$ cat src/rtl/mult_pkg.sv
// Shared types and constants for the radix-2 Booth multiplier controller.
package mult_pkg;

  localparam int DEFAULT_WIDTH = 8;

  // Booth recoding of {Q[0], q_1}; the remaining codes (00, 11) leave A unchanged.
  localparam logic [1:0] BOOTH_ADD = 2'b01;
  localparam logic [1:0] BOOTH_SUB = 2'b10;

  typedef enum logic [1:0] {
    IDLE = 2'd0,
    CALC = 2'd1,
    DONE = 2'd2
  } state_t;

endpackage

$ cat src/rtl/booth_step.sv
// One combinational radix-2 Booth iteration: add/subtract M into A, then
// arithmetic-shift {A,Q,q_1} right by one.
module booth_step
  import mult_pkg::*;
#(
  parameter int WIDTH = DEFAULT_WIDTH
) (
  input  logic [WIDTH:0]   a,
  input  logic [WIDTH-1:0] q,
  input  logic             q_1,
  input  logic [WIDTH-1:0] m,
  output logic [WIDTH:0]   a_next,
  output logic [WIDTH-1:0] q_next,
  output logic             q_1_next
);

  logic [WIDTH:0] m_ext;
  logic [WIDTH:0] sum;

  assign m_ext = {m[WIDTH-1], m};

  always_comb begin
    sum = a;
    case ({q[0], q_1})
      BOOTH_ADD: sum = a + m_ext;
      BOOTH_SUB: sum = a - m_ext;
      default:   sum = a;
    endcase
    // A's MSB is replicated so the partial product keeps its sign.
    a_next   = {sum[WIDTH], sum[WIDTH:1]};
    q_next   = {sum[0], q[WIDTH-1:1]};
    q_1_next = q[0];
  end

endmodule

$ cat src/rtl/mult_booth_ctrl.sv
// Sequential signed multiplier: one Booth step per clock, WIDTH steps per
// product, registered result with a one-cycle done pulse.
module mult_booth_ctrl
  import mult_pkg::*;
#(
  parameter int WIDTH = DEFAULT_WIDTH
) (
  input  logic               clk,
  input  logic               rst,
  input  logic               start,
  input  logic [WIDTH-1:0]   operand_a,
  input  logic [WIDTH-1:0]   operand_b,
  output logic [2*WIDTH-1:0] result,
  output logic               busy,
  output logic               done
);

  localparam int CW = $clog2(WIDTH + 1);

  state_t           state, state_next;
  logic [WIDTH:0]   a_reg;
  logic [WIDTH-1:0] q_reg;
  logic             q1_reg;
  logic [WIDTH-1:0] m_reg;
  logic [CW-1:0]    count;
  logic [2*WIDTH-1:0] result_reg;

  logic [WIDTH:0]   a_next;
  logic [WIDTH-1:0] q_next;
  logic             q1_next;
  logic             last_step;

  booth_step #(.WIDTH(WIDTH)) u_step (
    .a        (a_reg),
    .q        (q_reg),
    .q_1      (q1_reg),
    .m        (m_reg),
    .a_next   (a_next),
    .q_next   (q_next),
    .q_1_next (q1_next)
  );

  assign last_step = (count == CW'(WIDTH - 1));

  always_ff @(posedge clk) begin
    if (rst) state <= IDLE;
    else     state <= state_next;
  end

  always_comb begin
    state_next = state;
    case (state)
      IDLE:    if (start) state_next = CALC;
      CALC:    if (last_step) state_next = DONE;
      DONE:    state_next = start ? CALC : IDLE;
      default: state_next = IDLE;
    endcase
  end

  // Operands are captured only on the accepting edge; start is ignored in CALC.
  always_ff @(posedge clk) begin
    if (rst) begin
      a_reg      <= '0;
      q_reg      <= '0;
      q1_reg     <= 1'b0;
      m_reg      <= '0;
      count      <= '0;
      result_reg <= '0;
    end else begin
      case (state)
        IDLE, DONE: begin
          if (start) begin
            a_reg  <= '0;
            q_reg  <= operand_b;
            q1_reg <= 1'b0;
            m_reg  <= operand_a;
            count  <= '0;
          end
        end
        CALC: begin
          a_reg  <= a_next;
          q_reg  <= q_next;
          q1_reg <= q1_next;
          count  <= count + 1'b1;
          if (last_step) result_reg <= {a_next[WIDTH-1:0], q_next};
        end
        default: ;
      endcase
    end
  end

  assign result = result_reg;
  assign busy   = (state == CALC);
  assign done   = (state == DONE);

endmodule

$ cat config.mk
export PLATFORM = sky130hd
export DESIGN_NAME = mult_booth_ctrl
export DESIGN_NICKNAME = d
export VERILOG_FILES = /design/src/rtl/mult_pkg.sv /design/src/rtl/booth_step.sv /design/src/rtl/mult_booth_ctrl.sv
export SDC_FILE = /design/constraint.sdc
export NUM_CORES = 1
export LEC_CHECK = 0
export CAP_MARGIN = 20
export CORE_UTILIZATION = 30
export CTS_BUF_LIST = sky130_fd_sc_hd__clkbuf_4
export DETAILED_ROUTE_END_ITERATION = 7
export GPL_TIMING_DRIVEN = 0
export PLACE_DENSITY = 0.46
export SLEW_MARGIN = 20
export SYNTH_ARGS = -nofsm -noshare
export SYNTH_HDL_FRONTEND = slang
export SYNTH_HIERARCHICAL = 1
export SYNTH_SLANG_ARGS = --single-unit
$ cat constraint.sdc
create_clock -name clk -period 7.84 [get_ports clk]
set_input_delay 1.96 -clock clk [delete_from_list [all_inputs] [get_ports clk]]
set_output_delay 1.96 -clock clk [all_outputs]
set_load 0.05 [all_outputs]
==> results of run 1 <==
==> layer usage <==
layer	wire length, µm	part of all wire (%)	vias to the layer above	track usage (%)
met3	213	3.5	9	3.17
met4	91	1.5	0	5.90
met2	2880	47	40	24.9
met5	0	0	-	0
li1	-	-	1097	-
met1	2990	48	971	20.0
==> area by class of cell <==
type                       count  area, µm²
tap                          102        128
timing repair buffer          35        350
clock buffer                   6       45.0
buffer                        29        184
multi-input combinational    201       1310
inverter                       9       33.8
fill                         826       4860
clock inverter                 2       11.3
sequential                    48        961
==> path summary, 6_finish.rpt <==
path | startpoint | end | slack [ns] | depth (start not counted)
max | state[1]$_SDFFE_PP0P_ | busy | 3.58 | 5
min | a_reg[0]$_SDFFE_PP0P_ | a_reg[0]$_SDFFE_PP0P_ | 0.48 | 2
max reg2reg | q1_reg$_SDFFE_PP0P_ | a_reg[8]$_SDFFE_PP0P_ | 4.97 | 13
min reg2reg | a_reg[0]$_SDFFE_PP0P_ | a_reg[0]$_SDFFE_PP0P_ | 0.48 | 2
==> cells in the mapped netlist, drive strengths merged, types with 3 or more instances <==
cell | count | area, µm²
xnor2 | 8 | 70.1
buf | 23 | 161
ha | 11 | 138
nand2b | 5 | 38.8
a22o | 16 | 140
nor3b | 4 | 30.0
nand2 | 33 | 124
a22oi | 8 | 60.1
nand3 | 23 | 115
nor2 | 13 | 48.8
o21ai | 3 | 15.0
a211oi | 3 | 35.0
dfxtp | 48 | 961
nor3 | 8 | 56.3
mux2 | 3 | 33.8
a21oi | 35 | 175
inv | 9 | 33.8
clkbuf | 6 | 22.5
xor2 | 3 | 26.3
==> critical path, cell delays in order, from the launching register on <==
cell and delay [ns]:
dfxtp_1 0.34, nand2b_1 0.15, buf_6 0.14, inv_1 0.15, buf_2 0.30, clkdlybuf4s50_1 0.86
==> report_power, final <==
part           leakage, nW  internal (mW)  switching [mW]  total, mW
combinational        0.720         0.0641          0.0793      0.143
sequential           0.390          0.252         0.00717      0.259
clock               0.0293         0.0378          0.0823      0.120
total                 1.14          0.354           0.169      0.523
==> logic make-up after synthesis <==
family / synth area share, %
xor+xnor: 3.87
buf+inv: 8.73
fa+ha+maj: 6.33
mux: 2.16
flops: 38.6
simple gates: 19.6
compound gates: 20.7
==> per-stage QoR <==
stage               power, mW  hold WS, ns  utilization (%)  cell area (µm²)  setup WS [ns]
finish                  0.523        0.482             38.4             3030           3.58
global route            0.556        0.503             38.4             3030           3.47
CTS                     0.530        0.482             38.4             3030           3.56
detailed placement      0.409        0.454             37.7             2970           4.00
global placement        0.409        0.457             37.7             2970           3.99
floorplan               0.371        0.448                -             2490           4.88
==> out/qor_table.md, run 1 <==
| Metric | This run | Unit |
|---|---|---|
| Run status | finished, final reports clean | - |
| Leakage power total | 1.14 | nW |
| Average instance area after synthesis | 8.68 | µm² |
| Worst ir drop on vdd | 61.3 | µV |
| Area overhead of the layout relative to synthesis | 21.4 | % |
| Depth of the CTS H-tree | 2 | - |
| Max-cap violations | 0 | - |
| Hold-fix buffers at CTS | 0 | - |
| Number of vias after detailed routing | 2117 | - |
| GR Util All Layers | 15.4 | % |
| Highest net fanout along the worst path | 10 | - |
| Count of flip-flops with a built-in enable after synthesis | 0 | - |
| Post-CTS clock slew at the launch and capture registers of the worst setup and hold paths | 0.14 | ns |
| Post-detail-place hpwl | 4.47 | mm |
| Grt total ovfl | 0 | - |
| Combined area of all synthesized cells | 2490 | µm² |
| CTS tree | built | - |
| Ratio of final minimum period to clock period | 54.3 | % |
| WP data arrival | 2.30 | ns |
| Warning count from the yosys run | 6 | - |
| Die extent in y | 93.2 | µm |
| Placer congestion estimate | 0.780 | - |
| Worst slew pin tran | 0.639 | ns |
| Post-Synthesis Net Count | 318 | - |
| Root Buffer Master | clkbuf_4 | - |
| Setup crit end kind | primary output | - |
| Detailed Routing Iterations Pass 1 | 4 | - |
| Cells resized by post-CTS repair | 0 | - |
| Global-route wire length before repair | 10.3 | mm |
| Final max-slew violation count | 0 | - |
| Count of distinct cell types in the synthesized netlist | 47 | - |
| Total of endpoints with negative setup slack in the final report | 0 | - |
| Number of global-route vias before repair | 2069 | - |
| Number of rows in the core area | 32 | - |
| RSZ-0062 raised after global routing | no | - |
| Final hold violation count | 0 | - |
| Normalized max-slew margin | 57.4 | % |
| Number of setup buffers added after CTS | 0 | - |
| Number of clock sinks | 48 | - |
| Core Footprint | 7890 | µm² |
| Die X-Extent | 93.2 | µm |
| Commonest non-fill, non-tap cell in the layout | dfxtp_1 | - |
| Floorplan die area | 8680 | µm² |
| Port buffer count | 35 | - |
| Startpoint kind of the worst setup timing path | flop | - |
| Synthesized instance count | 287 | - |
| Worst-skew pair later-pin latency | 0.37 | ns |
| Final critical delay including setup and external delays | 4.26 | ns |
| Post-route insts no fill | 432 | - |
| Sequential-to-total area share from yosys stat | 38.6 | % |
| Top-level port count | 37 | - |
| Most used DFF post-synth | dfxtp_1 | - |
| Async set-or-reset flop fraction in the synthesized netlist | 0 | % |
| Flip-flop count of the largest register after layout | 16 | - |
| Maximum number of pins on one net before global-route repair | 15 | - |
| CTS Buffer Depth | 2 | - |
| Diode count | 0 | - |
| Net count, final | 360 | - |
| Initial cell density of the core | 31.6 | % |
| Number of storage elements in the synthesis netlist | 48 | - |
| Type of the worst setup path | flop to primary output | - |
| Share of final-layout standard cells stronger than drive strength 1 | 11.5 | % |
| Number of vias per cell | 4.90 | - |
| DRC | 0 | - |
| Most used cells in the layout excluding fill and tap cells | dfxtp_1, a21oi_1, clkdlybuf4s50_1 | - |
| Cell total after placement | 424 | - |
| Total Neg Setup Slack | 0 | ns |
| Routed wirelength normalized by instance count | 14.3 | µm |
| Clock tree skew after final layout | 0.0155 | ns |
| Number of antenna violations at the first check in global routing | 0 | - |
| Number of DRC violations after detailed-routing iteration 0 | 81 | - |
| Max Freq | 235 | MHz |
| Final antenna-violating net count | 0 | - |
| Type of the worst min-delay path | flop to flop | - |
| Post-Route WL | 6.17 | mm |
| Total clock buffers created by CTS | 5 | - |
| Power per unit of standard cell area | 173 | nW/µm² |
| Required time at the worst-slack endpoint | 5.88 | ns |
Power figures use the tool's default switching activity.
==> run 2, diff against run 1 <==
Settings changed: PLACE_DENSITY 0.46 to 0.48.
Clock period 7.84 ns to 3.5 ns, I/O delays scaled along.
==> run 2 against run 1 <==
  * Die area did not move
  * First-iteration DRC count fell by 46%
  * Clock power rose to 2.8 times the previous value
  * Setup slack got worse by 3.2 ns
  * Routed wire length fell by 2.6%
  * Critical path depth did not move
  * Via count fell by 0.43%
  * Highest routed layer unchanged
==> out/qor_table.md, run 2 (synthesized netlist as in run 1, its figures left out) <==
| Metric | This run | Unit | Change |
|---|---|---|---|
| Number of antenna violations at the first check in global routing | 0 | - | unchanged |
| Initial cell density of the core | 31.6 | % | unchanged |
| CTS Buffer Depth | 2 | - | unchanged |
| Global-route wire length before repair | 9.85 | mm | -4.0% |
| Final hold violation count | 0 | - | unchanged |
| Total power consumption of the routed design | 1.23 | mW | +140% |
| DRC | 0 | - | unchanged |
| Top-level port count | 37 | - | unchanged |
| Number of vias per cell | 4.88 | - | -0.43% |
| Routed metal-1 wirelength | 2.96 | mm | -1.0% |
| Placer congestion estimate | 0.791 | - | +1.4% |
| Grt total ovfl | 0 | - | unchanged |
| Power per unit of standard cell area | 404 | nW/µm² | +130% |
| Max Freq | 318 | MHz |  |
| Setup crit end kind | primary output | - |  |
| Leakage power total | 1.15 | nW | +0.96% |
| Part of the total power dissipated in the clock network | 26.9 | % | +3.9 points |
| Die X-Extent | 93.2 | µm | unchanged |
| Worst reg-to-reg setup slack | 0.64 | ns | -4.33 ns |
| Clock tree skew after final layout | 0.00627 | ns | -0.00926 ns |
| Normalized max-slew margin | 59.8 | % | +2.4 points |
| Proportion of power drawn by combinational gates | 26.0 | % | -1.4 points |
| CP Cell Sequence | nand2b_1 -> buf_6 -> inv_1 -> buf_2 -> clkdlybuf4s50_1 | - |  |
| Required time at the worst-slack endpoint | 2.62 | ns | -3.26 ns |
| Final Util | 38.6 | % | +0.24 points |
| CTS tree | built | - |  |
| Post-detail-place hpwl | 4.39 | mm | -1.8% |
| Cell with the largest stage delay on the worst path | clkdlybuf4s50_1 | - |  |
| Number of rows in the core area | 32 | - | unchanged |
| Most used cells in the layout excluding fill and tap cells | dfxtp_1, a21oi_1, clkdlybuf4s50_1 | - |  |
| Met3 WL post-DR | 184 | µm | -14% |
| Kind of cell adding the most delay to the critical path | buffers and inverters | - |  |
| Total Neg Setup Slack | 0 | ns | unchanged |
| Final critical delay including setup and external delays | 3.14 | ns |  |
| Flip-flop count of the largest register after layout | 16 | - | unchanged |
| Max-cap violations | 0 | - | unchanged |
| Commonest non-fill, non-tap cell in the layout | dfxtp_1 | - |  |
| Top metal layer carrying routed signals | met4 | - |  |
| Net count, final | 360 | - | unchanged |
| Depth of the CTS H-tree | 2 | - | unchanged |
| WP data arrival | 2.27 | ns | -0.03 ns |
| Flop pwr share | 47.2 | % | -2.4 points |
| Floorplan die area | 8680 | µm² | unchanged |
| Post-route insts no fill | 432 | - | unchanged |
| Port buffer count | 35 | - | unchanged |
| Number of vias after detailed routing | 2108 | - | -0.43% |
| Slowest cell delay on critical path | 0.85 | ns | about the same |
| Hold-fix buffers at CTS | 0 | - | unchanged |
| Total of endpoints with negative setup slack in the final report | 0 | - | unchanged |
| Ratio of final minimum period to clock period | 89.8 | % |  |
| Number of global-route vias before repair | 1967 | - | -4.9% |
| Type of the worst setup path | flop to primary output | - |  |
| Startpoint kind of the worst setup timing path | flop | - |  |
| Detailed Routing Iterations Pass 1 | 4 | - | unchanged |
| Share of final-layout standard cells stronger than drive strength 1 | 11.2 | % | -0.30 points |
| Number of DRC violations after detailed-routing iteration 0 | 44 | - | -46% |
| Die extent in y | 93.2 | µm | unchanged |
| Cells resized by post-CTS repair | 0 | - | unchanged |
| Switching pwr | 377 | µW | +120% |
| Number of clock sinks | 48 | - | unchanged |
| Run status | finished, final reports clean | - |  |
| Worst-skew pair later-pin latency | 0.36 | ns | about the same |
| Final max-slew violation count | 0 | - | unchanged |
| Final antenna-violating net count | 0 | - | unchanged |
| Routed wirelength normalized by instance count | 13.9 | µm | -2.6% |
| RSZ-0062 raised after global routing | no | - |  |
| Worst slew pin tran | 0.604 | ns | -0.0359 ns |
| Type of the worst min-delay path | flop to flop | - |  |
| Maximum number of pins on one net before global-route repair | 15 | - | unchanged |
| Post-CTS clock slew at the launch and capture registers of the worst setup and hold paths | 0.15 | ns | about the same |
| Combined area of the multi-input logic cells | 1310 | µm² | unchanged |
| Root Buffer Master | clkbuf_4 | - |  |
| Fillers | 819 | - | -0.85% |
| Post-Route WL | 6.01 | mm | -2.6% |
| Cell total after placement | 424 | - | unchanged |
| Diode count | 0 | - | unchanged |
| Pint | 854 | µW | +140% |
| Register Area | 961 | µm² | unchanged |
| Total clock buffers created by CTS | 5 | - | unchanged |
| Number of buffers and inverters on the critical path | 4 | - | unchanged |
| Highest net fanout along the worst path | 10 | - | unchanged |
| Core Footprint | 7890 | µm² | unchanged |
| Switching Fraction | 30.6 | % | -1.7 points |
| Number of setup buffers added after CTS | 0 | - | unchanged |
| Worst ir drop on vdd | 159 | µV | +160% |
| Area overhead of the layout relative to synthesis | 22.2 | % |  |
| GR Util All Layers | 14.5 | % | -0.81 points |
| Worst hold slack across all endpoints | 0.480 | ns | -0.00139 ns |
| Total length of routed met2 wires | 2.82 | mm | -2.2% |
==> run 2: changes by cell type in the layout (fill, tap and decap cells not counted), sizes merged <==
cell | before | now
clkinvlp | 1 | 0
clkbuf | 12 | 11
bufinv | 0 | 1
clkinv | 1 | 2
==> run 2: power by group through the flow <==
stage               Clock [mW]  Sequential (mW)  Combinational (mW)
finish                   0.331            0.581               0.320
global route             0.360            0.584               0.358
CTS                      0.350            0.581               0.322
detailed placement           0            0.593               0.322
global placement             0            0.593               0.322
floorplan                    0            0.588               0.242
==> run 2: worst register-to-register path: stages, from the launching register on <==
cell and delay, ns:
dfxtp_1 0.36, inv_1 0.05, ha_1 0.16, buf_2 0.17, mux2i_1 0.19, fa_1 0.46
a21oi_1 0.27, o2111ai_1 0.21, nand3_1 0.12, nor3b_1 0.22, xor2_1 0.30, buf_4 0.16
nand2_1 0.04, a21oi_1 0.11
==> run 2: layer usage <==
layer | vias to the layer above | track usage, %
li1 | 1093 | -
met1 | 977 | 19.7
met2 | 33 | 23.7
met3 | 5 | 2.52
met4 | 0 | 3.97
met5 | - | 0
==> run 2: worst paths after layout <==
kind | from | end | cells past startpoint
worst max register to register | q1_reg$_SDFFE_PP0P_ | a_reg[8]$_SDFFE_PP0P_ | 13
worst max-delay path | state[1]$_SDFFE_PP0P_ | busy | 5
worst min-delay path | q_reg[2]$_SDFFE_PP0P_ | q_reg[2]$_SDFFE_PP0P_ | 2
worst min register to register | q_reg[2]$_SDFFE_PP0P_ | q_reg[2]$_SDFFE_PP0P_ | 2
==> run 2: area by class of cell <==
| cell class | instances | area share [%] |
|---|---|---|
| tap | 102 | 4.19 |
| timing repair buffer | 35 | 11.5 |
| sequential | 48 | 31.6 |
| clock buffer | 5 | 1.23 |
| clock inverter | 3 | 1.23 |
| multi-input combinational | 201 | 43.1 |
| inverter | 9 | 1.11 |
| buffer | 29 | 6.04 |
==> run 2: metrics by stage <==
step                      setup slack [ns]  cell area [µm²]
final                                0.359             3050
after detailed placement             0.638             2970
after floorplan                       1.04             2490
after CTS                            0.323             3050
after global placement               0.666             2970
after global routing                 0.224             3050
==> patch 1 (config.mk and constraints of run 1) <==
The 3 states of `state_t` get a one-hot encoding in 3 bits.
--- a/src/rtl/mult_pkg.sv
+++ b/src/rtl/mult_pkg.sv
@@ -7,10 +7,10 @@
   localparam logic [1:0] BOOTH_ADD = 2'b01;
   localparam logic [1:0] BOOTH_SUB = 2'b10;
 
-  typedef enum logic [1:0] {
-    IDLE = 2'd0,
-    CALC = 2'd1,
-    DONE = 2'd2
+  typedef enum logic [2:0] {
+    IDLE = 3'b001,
+    CALC = 3'b010,
+    DONE = 3'b100
   } state_t;
 
 endpackage
Behaviour: same outputs for any inputs over 4 cycles, from zero or initial values and one cycle with rst high; so few cycles prove little.
==> patch 1 against run 1 <==
  * Clock skew down 0.0059 ns
  * Register-to-register slack about the same
  * Worst setup slack worse by 0.16 ns
  * Cell area rose by 9.9%
  * Synthesized cell count rose by 12%
  * Utilization shrank 0.79 points
  * Largest power group unchanged
  * Wire length rose by 21%
  * Via count grew 17%
  * Sequential cell count grew 1
  * Power up 0.40%
  * Count of clock-buffer cells in the layout is 1 lower
  * Critical path depth is the same
  * Area after synthesis increased by 12%
  * Highest routed layer unchanged
  * Die area increased by 12%
==> patch 1: results (changes against run 1) <==
Worst r2r dst: result[15] (was a_reg[8])
Largest net degree at the start of global routing: 14 (was 15)
DR pass1 iterations: 6 (was 4)
Initial antenna violation count: 0 (unchanged)
Placed inst area: 0.00328 mm2 (was 0.00297 mm2)
Htree depth: 2 (unchanged)
Cell count of the worst reg-to-reg path: 12 (was 13)
Worst Max-Slew Pin Slew: 0.685 ns (was 0.639 ns)
TritonCTS buffer count: 5 (unchanged)
Proportion of layout cells with a drive suffix above 1: 14.3% (was 11.5%)
GR Util All Layers: 16.1% (was 15.4%)
CTS max path bufs: 2 (unchanged)
Clock latency on the worst-skew pair: 0.36 ns
Routed WL per cell: 15.8 um (was 14.3 um)
Hold path depth: 2 (unchanged)
Synth area leaders: dfxtp_1 (35%), a21oi_1 (5.6%), nand3_1 (5.2%), o21ai_0 (5.0%), ha_1 (4.9%) (was dfxtp_1 (39%), a21oi_1 (7.0%), a22o_1 (5.6%), ha_1 (5.5%), nand2_1 (5.0%))
Post-CTS Setup Bufs: 0 (unchanged)
Reg-to-Reg Start: q1_reg (unchanged)
Top post-synthesis cells by count: dfxtp_1 (49), a21oi_1 (31), nand3_1 (29) (was dfxtp_1 (48), a21oi_1 (35), nand2_1 (33))
R2r setup slk: 4.98 ns (was 4.97 ns)
Setup Skew: 0.00967 ns (was 0.0155 ns)
Final layout net count: 395 (was 360)
Clk pin slew, worst setup/hold paths: 0.14 ns (about the same)
IO buf count: 36 (was 35)
Synth cell types: 55 (was 47)
Hold WC Path Type: reg -> reg (unchanged)
Register area share after synthesis: 35.2% (was 38.6%)
Fill count: 930 (was 826)
Via count: 2479 (was 2117)
Iteration-0 DRC Markers: 101 (was 81)
Max FFs per register: 16 (unchanged)
Final HPWL DP: 5440 um (was 4470 um)
FFs w/ async S/R, synth: 0% (unchanged)
Top cell type's share of synthesized area: 35.2% (was 38.6%)
First-pass GRT wire length: 12500 um (was 10300 um)
Gpl congestion: 0.736 (was 0.780)
# diodes: 0 (unchanged)
Worst EP arrival: 2.46 ns (was 2.30 ns)
Status: completed (unchanged)
Leak pwr: 1.18 nW (was 1.14 nW)
Mapped Nets: 352 (was 318)
Hold wc startpoint: result[1] (was a_reg[0])
VDD IR-drop max: 0.0599 mV (was 0.0613 mV)
Synth Warn #: 6 (unchanged)
Root Buffer: clkbuf_4 (unchanged)
CP max FO: 10 (unchanged)
WHS Endpoint: result[1] (was a_reg[0])
Post-CTS resize count: 0 (unchanged)
[patch 1: cell count changes in the layout (fill, tap and decap cells not counted), moves of 5 or more]
cell,before,now
nand2_1,33,22
nor4_1,2,10
a22o_1,16,11
nand3_1,23,29
a311oi_2,0,9
a22oi_1,8,0
o21ai_0,3,28
clkbuf_1,6,11
[patch 1: cells by family (layout without fill, tap and decap cells)]
logic type / Yosys count / count (layout) / share of synthesized area (%)
AOI/OAI and AO/OA: 95 / 95 / 24.1
xor gates and xnor gates: 11 / 11 / 3.46
adders and majority gates: 12 / 12 / 5.66
buffers and inverters: 44 / 86 / 9.02
DFF: 49 / 49 / 35.2
muxes: 3 / 3 / 1.12
and+or+nand+nor: 107 / 107 / 21.4
[patch 1: how the worst max path moves through the flow]
stage,slack (ns),from,cells past startpoint,end
after floorplan,4.33,state[2],1,done
after detailed placement,3.83,state[1],5,busy
after global routing,3.32,state[1],5,busy
final,3.42,state[1],5,busy
after CTS,3.40,state[1],5,busy
after global placement,3.82,state[1],5,busy
[patch 1: metal layers]
metal | vias to the layer above | GRT usage [%] | routed length, um | part of all wire, %
li1 | 1243 | - | - | -
met1 | 1197 | 21.5 | 3620 | 48
met2 | 33 | 27.2 | 3490 | 47
met3 | 6 | 2.43 | 275 | 3.7
met4 | 0 | 3.90 | 74 | 0.99
met5 | - | 0 | 0 | 0
[patch 1: final cells by class]
class / count / area (um2) / share of cell area [%]
inverter: 9 / 35.0 / 1.05
clock inverter: 1 / 5.00 / 0.150
timing repair buffer: 36 / 360 / 10.8
multi-input combinational: 228 / 1560 / 46.8
buffer: 35 / 216 / 6.51
tap: 108 / 135 / 4.06
clock buffer: 5 / 37.5 / 1.13
sequential: 49 / 981 / 29.5
[patch 1: per-stage QoR]
step	total power (W)	cells	util, %	worst slack (ns)	hold slack (ns)
global placement	0.000420	465	37.1	3.82	0.462
detailed placement	0.000419	465	37.1	3.83	0.468
floorplan	0.000381	321	-	4.33	0.449
CTS	0.000532	471	37.6	3.40	0.490
global route	0.000557	471	37.6	3.32	0.513
finish	0.000525	471	37.6	3.42	0.488
[patch 1: power by group]
| group | switching (W) | internal [W] |
|---|---|---|
| clock | 0.0000795 | 0.0000314 |
| sequential | 0.00000766 | 0.000257 |
| combinational | 0.0000796 | 0.0000694 |
| total | 0.000167 | 0.000358 |
[patch 1: worst max-delay path: stages, from the launching register on]
cell and delay [ns]:
dfxtp_1 0.45, or3b_4 0.42, clkinv_2 0.07, buf_6 0.15
buf_4 0.18, clkdlybuf4s50_1 0.82
==> patch 2 (settings of run 1) <==
Without the edit above. Set the package constant `DEFAULT_WIDTH` to 16 (it was 8).
--- a/src/rtl/mult_pkg.sv
+++ b/src/rtl/mult_pkg.sv
@@ -1,7 +1,7 @@
 // Shared types and constants for the radix-2 Booth multiplier controller.
 package mult_pkg;
 
-  localparam int DEFAULT_WIDTH = 8;
+  localparam int DEFAULT_WIDTH = 16;
 
   // Booth recoding of {Q[0], q_1}; the remaining codes (00, 11) leave A unchanged.
   localparam logic [1:0] BOOTH_ADD = 2'b01;
Interface: changed (resized operand_a, operand_b and result); port bits go from 37 to 69. The function was not compared with the original's and may differ.
==> patch 2 against run 1 <==
  * Utilization is 0.41 points lower
  * Via count is 100% higher
  * Clock power grew 120%
  * First-iteration DRC count up 150%
  * Area after synthesis rose by 89%
  * Critical path type unchanged
  * Sequential cell count up 41
  * Synthesized cell count rose by 94%
  * Power increased by 96%
  * Worst setup slack got worse by 0.13 ns
  * Cell area increased by 91%
  * Fmax is 3.0% lower
  * Wire length grew 120%
  * Largest power group unchanged
==> patch 2: results (changes against run 1) <==
Initial antenna violation count: 1 (was 0)
IO buf count: 68 (was 35)
Top cell type's share of synthesized area: 37.8% (was 38.6%)
CP max FO: 10 (unchanged)
Iteration-0 DRC Markers: 201 (was 81)
DR pass1 iterations: 5 (was 4)
Via count: 4269 (was 2117)
VDD IR-drop max: 0.0885 mV (was 0.0613 mV)
Syn Area/Cell: 8.44 um2 (was 8.68 um2)
Proportion of layout cells with a drive suffix above 1: 10.6% (was 11.5%)
Final HPWL DP: 10300 um (was 4470 um)
Post-synthesis adder-cell area fraction: 5.74% (was 6.33%)
GR Util All Layers: 17.4% (was 15.4%)
Post-synthesis mux area share: 1.14% (was 2.16%)
Gpl congestion: 0.839 (was 0.780)
Synth Area in XOR/XNOR: 4.46% (was 3.87%)
Routed WL per cell: 16.0 um (was 14.3 um)
Placed cells: 837 (was 424)
TritonCTS buffer count: 9 (was 5)
Pre-CTS setup slack: 3.76 ns (was 4.00 ns)
Setup Skew: 0.0121 ns (was 0.0155 ns)
Synth area leaders: dfxtp_1 (38%), a21oi_1 (7.5%), a22o_1 (5.9%), nand2_1 (5.8%), ha_1 (5.3%) (was dfxtp_1 (39%), a21oi_1 (7.0%), a22o_1 (5.6%), ha_1 (5.5%), nand2_1 (5.0%))
Top post-synthesis cells by count: dfxtp_1 (89), nand2_1 (73), a21oi_1 (71) (was dfxtp_1 (48), a21oi_1 (35), nand2_1 (33))
Synth cell types: 53 (was 47)
Htree depth: 3 (was 2)
Max FFs per register: 32 (was 16)
Status: completed (unchanged)
Clock latency on the worst-skew pair: 0.46 ns (was 0.37 ns)
Final layout net count: 693 (was 360)
Worst EP arrival: 2.43 ns (was 2.30 ns)
Via-to-Cell Ratio: 5.00 (was 4.90)
Worst Max-Slew Pin Slew: 0.771 ns (was 0.639 ns)
Crit path largest cell delay: 0.83 ns (was 0.86 ns)
First-pass GRT wire length: 21700 um (was 10300 um)
Leak pwr: 2.17 nW (was 1.14 nW)
Vias in the first global route: 4082 (was 2069)
Post-CTS Setup Bufs: 0 (unchanged)
Hold WC Path Type: reg -> reg (unchanged)
Register area share after synthesis: 37.8% (was 38.6%)
Compound-gate portion of the synthesized area: 24.2% (was 20.7%)
Mapped Nets: 614 (was 318)
## patch 2: cell type report
type | count | area (um2)
diodes | 1 | 2.50
well taps | 211 | 264
plain buffers | 56 | 368
clock inverters | 6 | 58.8
flip-flops and latches | 89 | 1780
clock buffers | 10 | 75.1
multi-input cells | 399 | 2510
fillers | 1639 | 9470
inverters | 14 | 52.6
repair buffers | 68 | 681
## patch 2: layer usage
| layer | up-vias | routed length (um) | share of wire (%) | track usage, % |
|---|---|---|---|---|
| li1 | 2144 | - | - | - |
| met1 | 2024 | 6740 | 49 | 24.2 |
| met2 | 92 | 6160 | 45 | 26.8 |
| met3 | 9 | 571 | 4.2 | 4.19 |
| met4 | 0 | 159 | 1.2 | 4.34 |
| met5 | - | 0 | 0 | 0 |
## patch 2: worst paths after layout
check | start | endpoint | slack [ns] | cells past startpoint
worst min register to register | q_reg[13] | q_reg[13] | 0.48 | 2
worst min-delay path | q_reg[13] | q_reg[13] | 0.48 | 2
worst max-delay path | state[1] | busy | 3.45 | 6
worst max register to register | m_reg[5] | a_reg[16] | 3.69 | 15
## patch 2: stage by stage
stage	cell area, um2	total power (W)
global placement	5660	0.000764
detailed placement	5660	0.000767
global route	5790	0.00109
floorplan	4710	0.000683
CTS	5790	0.00103
finish	5790	0.00102
## patch 2: power by group
group / leakage (nW) / internal, W / switching (W) / total, W
clock: 0.0698 / 0.0000987 / 0.000166 / 0.000264
combinational: 1.37 / 0.000114 / 0.000164 / 0.000278
sequential: 0.723 / 0.000467 / 0.0000135 / 0.000480
## patch 2: logic make-up after synthesis
group | Yosys count
AO/OA/AOI/OAI | 176
flip-flops | 89
multiplexers | 5
buffers and inverters | 70
XOR/XNOR | 24
adder cells (fa/ha/maj) | 21
AND/OR/NAND/NOR | 173
